$ cat src/rtl/hwpe_ctrl_ctx_queue_if.sv
// Bus/engine-side signals of the job-context queue, grouped so the decoder,
// engine and event fabric connect through one bundle.
interface hwpe_ctrl_ctx_queue_if #(
   parameter int unsigned N_CONTEXT = 4,
   parameter int unsigned N_CORES   = 16,
   parameter int unsigned CNT_WIDTH = 32
);
   localparam int unsigned CTX_W = (N_CONTEXT > 1) ? $clog2(N_CONTEXT) : 1;
   localparam int unsigned SRC_W = (N_CORES > 1) ? $clog2(N_CORES) : 1;

   logic                 acquire_i;
   logic [SRC_W-1:0]     acquire_src_i;
   logic                 acquire_rvalid_o;
   logic [31:0]          acquire_rdata_o;
   logic                 trigger_i;
   logic [SRC_W-1:0]     trigger_src_i;
   logic                 trigger_err_o;
   logic                 start_o;
   logic                 done_i;
   logic [CTX_W-1:0]     running_ctx_o;
   logic [CTX_W-1:0]     pointer_ctx_o;
   logic [N_CONTEXT-1:0] busy_o;
   logic                 is_working_o;
   logic [N_CORES-1:0]   evt_o;
   logic [CNT_WIDTH-1:0] finished_cnt_o;

   modport master (
      output acquire_i, acquire_src_i, trigger_i, trigger_src_i, done_i,
      input  acquire_rvalid_o, acquire_rdata_o, trigger_err_o, start_o,
             running_ctx_o, pointer_ctx_o, busy_o, is_working_o, evt_o,
             finished_cnt_o
   );

   modport slave (
      input  acquire_i, acquire_src_i, trigger_i, trigger_src_i, done_i,
      output acquire_rvalid_o, acquire_rdata_o, trigger_err_o, start_o,
             running_ctx_o, pointer_ctx_o, busy_o, is_working_o, evt_o,
             finished_cnt_o
   );
endinterface

$ cat src/rtl/hwpe_ctrl_ctx_queue.sv
// N-context circular job queue: acquire/trigger ownership checks, engine
// start/done sequencing, per-core completion events and a finished-job counter.
module hwpe_ctrl_ctx_queue #(
   parameter int unsigned N_CONTEXT = 4,
   parameter int unsigned N_CORES   = 16,
   parameter int unsigned CNT_WIDTH = 32
) (
   input  logic                  clk_i,
   input  logic                  rst_ni,
   input  logic                  clear_i,
   hwpe_ctrl_ctx_queue_if.slave  bus
);
   localparam int unsigned CTX_W = (N_CONTEXT > 1) ? $clog2(N_CONTEXT) : 1;
   localparam int unsigned SRC_W = (N_CORES > 1) ? $clog2(N_CORES) : 1;

   typedef enum logic [1:0] {
      CTX_FREE, CTX_ACQUIRED, CTX_QUEUED, CTX_RUNNING
   } ctx_state_e;

   typedef enum logic [1:0] {
      ENG_IDLE, ENG_START, ENG_RUNNING
   } eng_state_e;

   ctx_state_e           r_ctx       [N_CONTEXT];
   ctx_state_e           w_ctx_nxt   [N_CONTEXT];
   logic [SRC_W-1:0]     r_owner     [N_CONTEXT];
   logic [SRC_W-1:0]     w_owner_nxt [N_CONTEXT];
   logic [CTX_W-1:0]     r_alloc, w_alloc_nxt;
   logic [CTX_W-1:0]     r_exec, w_exec_nxt;
   logic [CTX_W-1:0]     r_running, w_running_nxt;
   logic [CTX_W-1:0]     w_last;
   eng_state_e           r_eng, w_eng_nxt;

   logic                 r_acq_rvalid;
   logic [31:0]          r_acq_rdata;
   logic                 r_trig_err;
   logic [N_CORES-1:0]   r_evt;
   logic [CNT_WIDTH-1:0] r_cnt;

   logic                 w_lock_held;
   logic                 w_acq_ok;
   logic                 w_trig_ok;
   logic                 w_done_ok;
   logic [N_CONTEXT-1:0] w_busy;

   // The only context that can be ACQUIRED is the one allocated last.
   assign w_last = r_alloc - CTX_W'(1);

   always_comb begin
      w_lock_held = 1'b0;
      w_busy      = '0;
      for (int unsigned i = 0; i < N_CONTEXT; i++) begin
         if (r_ctx[i] == CTX_ACQUIRED) w_lock_held = 1'b1;
         w_busy[i] = (r_ctx[i] != CTX_FREE);
      end
   end

   assign w_acq_ok  = bus.acquire_i && !w_lock_held && (r_ctx[r_alloc] == CTX_FREE);
   assign w_trig_ok = bus.trigger_i && (r_ctx[w_last] == CTX_ACQUIRED) &&
                      (r_owner[w_last] == bus.trigger_src_i);
   assign w_done_ok = bus.done_i && (r_eng == ENG_RUNNING);

   // Acquire, trigger and engine updates always touch distinct contexts,
   // so they can be merged into one next-state array without priority.
   always_comb begin
      for (int unsigned i = 0; i < N_CONTEXT; i++) begin
         w_ctx_nxt[i]   = r_ctx[i];
         w_owner_nxt[i] = r_owner[i];
      end
      w_alloc_nxt   = r_alloc;
      w_exec_nxt    = r_exec;
      w_running_nxt = r_running;
      w_eng_nxt     = r_eng;

      if (w_acq_ok) begin
         w_ctx_nxt[r_alloc]   = CTX_ACQUIRED;
         w_owner_nxt[r_alloc] = bus.acquire_src_i;
         w_alloc_nxt          = r_alloc + CTX_W'(1);
      end

      if (w_trig_ok) begin
         w_ctx_nxt[w_last] = CTX_QUEUED;
      end

      case (r_eng)
         ENG_IDLE: begin
            if (r_ctx[r_exec] == CTX_QUEUED) begin
               w_eng_nxt     = ENG_START;
               w_running_nxt = r_exec;
            end
         end
         ENG_START: begin
            w_eng_nxt         = ENG_RUNNING;
            w_ctx_nxt[r_exec] = CTX_RUNNING;
         end
         ENG_RUNNING: begin
            if (bus.done_i) begin
               w_eng_nxt         = ENG_IDLE;
               w_ctx_nxt[r_exec] = CTX_FREE;
               w_exec_nxt        = r_exec + CTX_W'(1);
            end
         end
         default: w_eng_nxt = ENG_IDLE;
      endcase
   end

   always_ff @(posedge clk_i) begin
      if (!rst_ni || clear_i) begin
         for (int unsigned i = 0; i < N_CONTEXT; i++) begin
            r_ctx[i]   <= CTX_FREE;
            r_owner[i] <= '0;
         end
         r_alloc      <= '0;
         r_exec       <= '0;
         r_running    <= '0;
         r_eng        <= ENG_IDLE;
         r_acq_rvalid <= 1'b0;
         r_acq_rdata  <= '0;
         r_trig_err   <= 1'b0;
         r_evt        <= '0;
         r_cnt        <= '0;
      end else begin
         for (int unsigned i = 0; i < N_CONTEXT; i++) begin
            r_ctx[i]   <= w_ctx_nxt[i];
            r_owner[i] <= w_owner_nxt[i];
         end
         r_alloc      <= w_alloc_nxt;
         r_exec       <= w_exec_nxt;
         r_running    <= w_running_nxt;
         r_eng        <= w_eng_nxt;
         r_acq_rvalid <= bus.acquire_i;
         if (bus.acquire_i) begin
            r_acq_rdata <= w_acq_ok ? 32'(r_alloc) : '1;
         end
         r_trig_err <= bus.trigger_i && !w_trig_ok;
         r_evt      <= w_done_ok ? (N_CORES'(1) << r_owner[r_exec]) : '0;
         if (w_done_ok) begin
            r_cnt <= r_cnt + CNT_WIDTH'(1);
         end
      end
   end

   assign bus.acquire_rvalid_o = r_acq_rvalid;
   assign bus.acquire_rdata_o  = r_acq_rdata;
   assign bus.trigger_err_o    = r_trig_err;
   assign bus.start_o          = (r_eng == ENG_START);
   assign bus.running_ctx_o    = r_running;
   assign bus.pointer_ctx_o    = r_alloc;
   assign bus.busy_o           = w_busy;
   assign bus.is_working_o     = (r_eng != ENG_IDLE);
   assign bus.evt_o            = r_evt;
   assign bus.finished_cnt_o   = r_cnt;

endmodule

$ cat src/flat_wrapper.sv
// flat-port wrapper written by rule: the top's interface ports become plain ports
module hwpe_ctrl_ctx_queue_flat 
#(
   parameter int unsigned N_CONTEXT = 4,
   parameter int unsigned N_CORES   = 16,
   parameter int unsigned CNT_WIDTH = 32
)
  (clk_i, rst_ni, clear_i, bus_acquire_i, bus_acquire_src_i, bus_trigger_i, bus_trigger_src_i, bus_done_i, bus_acquire_rvalid_o, bus_acquire_rdata_o, bus_trigger_err_o, bus_start_o, bus_running_ctx_o, bus_pointer_ctx_o, bus_busy_o, bus_is_working_o, bus_evt_o, bus_finished_cnt_o);
  hwpe_ctrl_ctx_queue_if #(.N_CONTEXT(N_CONTEXT), .N_CORES(N_CORES), .CNT_WIDTH(CNT_WIDTH)) bus_i ();
  input  logic clk_i;
  input  logic rst_ni;
  input  logic clear_i;
  input wire logic [$bits(bus_i.acquire_i)-1:0] bus_acquire_i;
  input wire logic [$bits(bus_i.acquire_src_i)-1:0] bus_acquire_src_i;
  input wire logic [$bits(bus_i.trigger_i)-1:0] bus_trigger_i;
  input wire logic [$bits(bus_i.trigger_src_i)-1:0] bus_trigger_src_i;
  input wire logic [$bits(bus_i.done_i)-1:0] bus_done_i;
  output wire logic [$bits(bus_i.acquire_rvalid_o)-1:0] bus_acquire_rvalid_o;
  output wire logic [$bits(bus_i.acquire_rdata_o)-1:0] bus_acquire_rdata_o;
  output wire logic [$bits(bus_i.trigger_err_o)-1:0] bus_trigger_err_o;
  output wire logic [$bits(bus_i.start_o)-1:0] bus_start_o;
  output wire logic [$bits(bus_i.running_ctx_o)-1:0] bus_running_ctx_o;
  output wire logic [$bits(bus_i.pointer_ctx_o)-1:0] bus_pointer_ctx_o;
  output wire logic [$bits(bus_i.busy_o)-1:0] bus_busy_o;
  output wire logic [$bits(bus_i.is_working_o)-1:0] bus_is_working_o;
  output wire logic [$bits(bus_i.evt_o)-1:0] bus_evt_o;
  output wire logic [$bits(bus_i.finished_cnt_o)-1:0] bus_finished_cnt_o;
  assign bus_i.acquire_i = bus_acquire_i;
  assign bus_i.acquire_src_i = bus_acquire_src_i;
  assign bus_i.trigger_i = bus_trigger_i;
  assign bus_i.trigger_src_i = bus_trigger_src_i;
  assign bus_i.done_i = bus_done_i;
  assign bus_acquire_rvalid_o = bus_i.acquire_rvalid_o;
  assign bus_acquire_rdata_o = bus_i.acquire_rdata_o;
  assign bus_trigger_err_o = bus_i.trigger_err_o;
  assign bus_start_o = bus_i.start_o;
  assign bus_running_ctx_o = bus_i.running_ctx_o;
  assign bus_pointer_ctx_o = bus_i.pointer_ctx_o;
  assign bus_busy_o = bus_i.busy_o;
  assign bus_is_working_o = bus_i.is_working_o;
  assign bus_evt_o = bus_i.evt_o;
  assign bus_finished_cnt_o = bus_i.finished_cnt_o;
  hwpe_ctrl_ctx_queue #(.N_CONTEXT(N_CONTEXT), .N_CORES(N_CORES), .CNT_WIDTH(CNT_WIDTH)) u_core (.clk_i(clk_i), .rst_ni(rst_ni), .clear_i(clear_i), .bus(bus_i));
endmodule
$ cat config.mk
export PLATFORM = sky130hd
export DESIGN_NAME = hwpe_ctrl_ctx_queue_flat
export DESIGN_NICKNAME = d
export VERILOG_FILES = /design/src/rtl/hwpe_ctrl_ctx_queue_if.sv /design/src/rtl/hwpe_ctrl_ctx_queue.sv /design/src/flat_wrapper.sv
export SDC_FILE = /design/constraint.sdc
export NUM_CORES = 1
export LEC_CHECK = 0
export CORE_UTILIZATION = 53
export CTS_CLUSTER_DIAMETER = 80
export CTS_CLUSTER_SIZE = 40
export DETAILED_ROUTE_END_ITERATION = 12
export GPL_TIMING_DRIVEN = 0
export PLACE_DENSITY_LB_ADDON = 0.08
export SYNTH_ARGS = -nofsm -noshare
export SYNTH_HDL_FRONTEND = slang
export SYNTH_SLANG_ARGS = --single-unit
export TNS_END_PERCENT = 10
$ cat constraint.sdc
create_clock -name clk_i -period 4.1 [get_ports clk_i]
set_clock_uncertainty 0.05 [all_clocks]
set_input_delay 0.41 -clock clk_i [delete_from_list [all_inputs] [get_ports clk_i]]
set_output_delay 0.41 -clock clk_i [all_outputs]
set_load 0.02 [all_outputs]
==> out/summary.txt, run 1 <==
final setup violation count = 0
Root Buffer = clkbuf_8
status = finished, final reports clean
Post-Syn Instances = 464
Worst setup endpoint = u_core.r_ctx[2][0]
latest clock arrival within the worst-skew pair = 350 ps
die height = 91.4 um
Leakage = 2.03 nW
Avg WL per Cell = 14.3 um
vias post-DR = 3615
reg2reg setup slack = 1450 ps
fmax = 377 MHz
# hold bufs at CTS = 0
CP Cell Sequence = buf_6 -> inv_1 -> ha_1 -> buf_2 -> mux4_2 -> xnor2_1 -> and4b_2 -> o211ai_1 -> a22o_1
mean post-synth cell area = 9.12 um2
DR vias/cell = 5.27
reg2reg path depth = 9
Post-synth EDFFs = 0
row count = 32
CTS tree = done
critical path class = flop to flop
origin of the worst setup path = u_core.bus.pointer_ctx_o[0]
GRT Util Overall = 24.3%
Sink Count = 89
CP required = 4300 ps
die outline width = 91.4 um
post-place setup slack = 1460 ps
vias in the first global route = 3418
register area share after synthesis = 42.1%
initial antenna violation count = 0
final core utilization = 72.5%
worst hold margin = 386 ps
Max-cap violations = 0
FF-to-FF Start = u_core.bus.pointer_ctx_o[0]
reg-to-reg endpoint = u_core.r_ctx[2][0]
Mapped Area = 4230 um2
Synth Register Bits = 89
Max Fanout on Critical Path = 8
critical path capture point type = flop
Final Wtd Congestion = 0.864
startpoint types = flop
drt pass-1 iters = 5
synth top area cells = dfxtp_1 42%, nor2_1 5.4%, buf_4 5.1%, xor2_1 4.6%, nand3_1 4.4%
Syn-to-layout area delta = 32.4%
# Post-CTS Setup Buffers = 0
Final TNS setup = 0 ps
Netlist cell types = 42
PnR worst setup slack = 1450 ps
ANT nets after route = 0
cell taking the most area after synthesis = dfxtp_1
Initial DRC Count = 184
Yosys top cell area share = 42.1%
largest net degree at the start of global routing = 32
final instance area = 5600 um2
Initial Util = 54.8%
num ports = 106
RSZ-0062 raised after global routing = false
Worst path max stage delay = 410 ps
fin nets = 607
DRC violations left = 0
Post-synth top flop = dfxtp_1
Rel. slew slack = 40.4%
Synth Net Count = 492
CTS buffer count = 9
Critical Path AT = 2850 ps
Hold WC Path Type = input port to flop
ant diodes = 0
final wirelength = 9840 um
Post-Place Cell Area = 5400 um2
share of layout cells above drive strength 1 = 11.6%
CTS max path bufs = 2
Final Max Slew Viols = 0
Die ar. = 8350 um2
worst slew pin tran = 893 ps
Final Cycle Share = 64.7%
core footprint = 7730 um2
first-pass GRT wire length = 16300 um
HPWL Detailed = 7370 um
slowest CP cell = dfxtp_1
Syn. warnings = 0
CTS H-tree lvls = 3
Clk pin slew, worst setup/hold paths = 90 ps
Peak VDD IR = 157 uV
FFs w/ async S/R, synth = 0%
Hold Violations, Final = 0
# resized after CTS = 0
grt total ovfl = 0
fin crit period = 2650 ps
PD cells = 293 nW/um2
IO Port Bufs = 104
[flip-flops by register name (all words and copies together), names as in the netlist, named ones only]
name                         count
u_core.r_exec                    2
u_core.r_ctx                     8
u_core.r_owner                  16
u_core.bus.evt_o                16
u_core.bus.finished_cnt_o       32
u_core.bus.acquire_rdata_o       3
u_core.bus.running_ctx_o         2
u_core.bus.pointer_ctx_o         2
u_core.bus.acquire_rvalid_o      1
u_core.r_eng                     2
u_core.bus.trigger_err_o         1
[synth_stat cells (5+ instances only)]
master / number
ha_1: 14
a21oi_1: 33
nand4_1: 10
o21ai_0: 6
nand2_1: 28
and3_1: 12
mux4_2: 8
xnor2_1: 14
buf_2: 5
buf_4: 29
nand3_1: 37
nor2_1: 61
xor2_1: 22
nand2b_1: 13
inv_1: 17
mux2i_1: 5
dfxtp_1: 89
clkbuf_1: 7
[through the flow]
step / power [mW] / cells
after floorplan: 0.987 / 464
after global placement: 1.05 / 670
after detailed placement: 1.05 / 670
after CTS: 1.66 / 686
after global routing: 1.71 / 686
final: 1.64 / 686
[critical path: cells and delay by family (launching register included)]
| family | cells | cell delay, ps |
|---|---|---|
| buffers and inverters | 3 | 540 |
| flip-flops | 1 | 410 |
| AO/OA/AOI/OAI | 2 | 400 |
| multiplexers | 1 | 390 |
| AND/OR/NAND/NOR | 1 | 300 |
| adder cells (fa/ha/maj) | 1 | 290 |
| XOR/XNOR | 1 | 180 |
[layout by cell type, fill, tap and decap left out, types with 6 or more instances in the layout]
master and n:
nand2_1 28, a21oi_1 33, nor2_1 61, xnor2_1 14, nand2b_1 13, dfxtp_1 89
and3_1 12, o21ai_0 6, nand3_1 37, nand4_1 10, inv_1 17, clkbuf_8 9
ha_1 14, buf_4 29, clkbuf_1 7, xor2_1 22, clkdlybuf4s50_1 104, mux4_2 8
[worst min path at each step]
stage                              endpoint  cells after the start                  from  slack (ps)
3_3_place_gp           u_core.r_owner[0][1]                      2  u_core.r_owner[0][1]         410
4_1_cts        u_core.bus.finished_cnt_o[1]                      3            bus_done_i         370
6_report       u_core.bus.finished_cnt_o[1]                      3            bus_done_i         390
5_1_grt        u_core.bus.finished_cnt_o[1]                      3            bus_done_i         410
2_1_floorplan          u_core.r_owner[1][2]                      2  u_core.r_owner[1][2]         390
3_5_place_dp           u_core.r_owner[1][1]                      2  u_core.r_owner[1][1]         410
[cells by family (layout without fill, tap and decap cells)]
logic type | Yosys count | count (layout) | synth area share, %
AND/OR/NAND/NOR | 189 | 189 | 23.4
multiplexers | 14 | 14 | 6.06
flip-flops | 89 | 89 | 42.1
buffers and inverters | 60 | 180 | 8.22
XOR/XNOR | 36 | 36 | 7.45
adder cells (fa/ha/maj) | 14 | 14 | 4.14
AO/OA/AOI/OAI | 62 | 62 | 8.69
[report_power, final]
part           internal [mW]  switching, mW  total [mW]
Combinational         0.0732         0.0819       0.155
Sequential             0.870        0.00697       0.877
Clock                  0.288          0.324       0.612
[metal layers]
layer / track usage (%) / wire, um
met5: 0 / 0
met2: 41.2 / 4840
met3: 3.27 / 559
met4: 8.73 / 111
met1: 31.8 / 4330
[area by class of cell]
type | count | area (um2)
timing repair buffer | 104 | 1040
inverter | 17 | 63.8
fill | 586 | 2120
multi-input combinational | 315 | 2100
clock buffer | 9 | 124
clock inverter | 7 | 77.6
tap | 102 | 128
buffer | 43 | 284
sequential | 89 | 1780
(Power assumes the default switching activity.)
==> run 2: changes to the inputs <==
--- a/config.mk
+++ b/config.mk
@@ -5,7 +5,7 @@
 export SDC_FILE = /design/constraint.sdc
 export NUM_CORES = 1
 export LEC_CHECK = 0
-export CORE_UTILIZATION = 53
+export CORE_UTILIZATION = 49
 export CTS_CLUSTER_DIAMETER = 80
 export CTS_CLUSTER_SIZE = 40
 export DETAILED_ROUTE_END_ITERATION = 12
==> constraint.sdc (replaced) <==
create_clock -name clk_i -period 2.6 [get_ports clk_i]
set_clock_uncertainty 0.05 [all_clocks]
set_input_delay 0.26 -clock clk_i [delete_from_list [all_inputs] [get_ports clk_i]]
set_output_delay 0.26 -clock clk_i [all_outputs]
set_load 0.02 [all_outputs]
==> out/summary.txt, run 2 (synthesis gave the netlist of run 1 again) <==
status = finished, final reports clean
Initial DRC Count = 202 (+9.8%)
core footprint = 8300 um2 (+7.4%)
CP required = 2800 ps (-1500 ps)
Max Fanout on Critical Path = 8 (unchanged)
final std cells w/o fill = 689 (+0.44%)
drt pass-1 iters = 5 (unchanged)
Hold Violations, Final = 0 (unchanged)
die outline width = 94.9 um (+3.9%)
Sink Count = 89 (unchanged)
final instance area = 5610 um2 (+0.11%)
final setup violation count = 0 (unchanged)
Multi-input gate area = 2110 um2 (+0.36%)
DR vias/cell = 5.24 (-0.60%)
Avg WL per Cell = 14.4 um (about the same)
CP bufs+invs = 3 (unchanged)
Root Buffer = clkbuf_8
critical path class = flop to flop
fmax = 401 MHz (+6.6%)
CTS buffer count = 9 (unchanged)
critical path capture point type = flop
vias post-DR = 3609 (-0.17%)
origin of the worst setup path = u_core.bus.pointer_ctx_o[0]
Critical Path AT = 2690 ps (-160 ps)
Largest register FFs = 32 (unchanged)
fin crit period = 2490 ps (-163 ps)
die height = 94.9 um (+3.9%)
CTS max path bufs = 2 (unchanged)
cell family with most CP delay = buffers and inverters
FF-to-FF Start = u_core.bus.pointer_ctx_o[0]
Final Max Slew Viols = 0 (unchanged)
# Post-CTS Setup Buffers = 0 (unchanged)
cell count after placement = 673 (+0.45%)
Initial Util = 51.0% (-3.8 points)
PD cells = 456 nW/um2 (+56%)
final wirelength = 9890 um (+0.49%)
ant diodes = 0 (unchanged)
Peak VDD IR = 258 uV (+64%)
Hold WC Path Type = input port to flop
CP Cell Sequence = buf_6 -> inv_1 -> ha_1 -> buf_4 -> mux4_2 -> xnor2_2 -> and4b_2 -> o211ai_1 -> a22o_1
Post-Place Cell Area = 5410 um2 (about the same)
GRT Util Overall = 23.0% (-1.3 points)
largest net degree at the start of global routing = 32 (unchanged)
Final Cycle Share = 95.8% (+31 points)
Clk pin slew, worst setup/hold paths = 90 ps (about the same)
Rel. slew slack = 40.3% (-0.12 points)
startpoint types = flop
HPWL Detailed = 7390 um (+0.27%)
Die ar. = 9010 um2 (+8.0%)
RSZ-0062 raised after global routing = false
DRC violations left = 0 (unchanged)
initial antenna violation count = 0 (unchanged)
latest clock arrival within the worst-skew pair = 360 ps (about the same)
CTS H-tree lvls = 3 (unchanged)
num ports = 106 (unchanged)
Hold Path Origin = bus_done_i
# hold bufs at CTS = 0 (unchanged)
ANT nets after route = 0 (unchanged)
fin nets = 607 (unchanged)
Worst path max stage delay = 380 ps (-30 ps)
IO Port Bufs = 104 (unchanged)
fill count = 697 (+19%)
grt total ovfl = 0 (unchanged)
row count = 33 (+3.1%)
storage element area = 1780 um2 (about the same)
leading cell types in the layout, fill and taps excluded = 104 x clkdlybuf4s50_1, 88 x dfxtp_1, 61 x nor2_1, 37 x nand3_1, 33 x a21oi_1
Final Wtd Congestion = 0.854 (-1.2%)
slowest CP cell = dfxtp_2
most common cell after layout, fill and taps aside = clkdlybuf4s50_1
CTS tree = done
Max-cap violations = 0 (unchanged)
share of layout cells above drive strength 1 = 12.0% (+0.34 points)
Syn-to-layout area delta = 32.5%
worst slew pin tran = 895 ps (+1.77 ps)
first-pass GRT wire length = 15900 um (-2.2%)
vias in the first global route = 3227 (-5.6%)
Leakage = 2.03 nW (-0.33%)
-- run 2: metrics by stage --
stage / TNS (ps) / worst slack [ps] / power (mW) / hold slack (ps) / utilization (%)
final: 0 / 109 / 2.56 / 230 / 67.6
after global routing: 0 / 0.0471 / 2.66 / 248 / 67.6
after CTS: 0 / 9.48 / 2.58 / 220 / 67.5
after detailed placement: -121 / -51.2 / 1.66 / 414 / 65.1
after global placement: -18.3 / -18.3 / 1.66 / 407 / 65.1
after floorplan: 0 / 242 / 1.56 / 305 / -
-- run 2: what timing repair did --
| action | CTS | global route |
|---|---|---|
| endpoints found under the hold margin | 0 | 0 |
| gates resized for setup | 1 | 2 |
| setup endpoints to repair | 4 | 7 |
-- run 2: per-layer routing --
metal	global-route usage (%)	wire length (um)	vias to the layer above
met5	0	0	-
met4	6.57	133	0
met3	3.86	624	16
met2	38.2	4570	131
met1	30.6	4570	1653
li1	-	-	1809
-- run 2: layout make-up --
type,count,area share (%)
Multi-Input combinational cell,315,37.6
Sequential cell,89,31.8
Inverter,17,1.14
Timing Repair Buffer,104,18.6
Tap cell,105,2.34
Clock inverter,7,1.23
Clock buffer,9,2.21
Buffer,43,5.11
-- run 2: path summary, 6_finish.rpt --
kind / cells after the start / endpoint / slack [ps]
setup / recovery: 9 / u_core.r_ctx[1][0] / 110
hold / removal: 3 / u_core.bus.finished_cnt_o[1] / 230
setup reg to reg: 9 / u_core.r_ctx[1][0] / 110
hold reg to reg: 2 / u_core.r_owner[2][2] / 430
-- run 2: worst register-to-register path: cells and delay by family, from the launching register on --
family                   cells  cell delay, ps
multiplexers                 1             350
buffers and inverters        3             450
XOR/XNOR                     1             180
flip-flops                   1             380
AO/OA/AOI/OAI                2             390
AND/OR/NAND/NOR              1             300
adder cells (fa/ha/maj)      1             290
-- run 2: where the power goes --
group | total, mW | internal (mW) | switching (mW) | leakage [nW]
combinational | 0.249 | 0.117 | 0.132 | 1.22
clock | 0.928 | 0.377 | 0.551 | 0.0937
sequential | 1.38 | 1.37 | 0.0111 | 0.718
total | 2.56 | 1.87 | 0.694 | 2.03
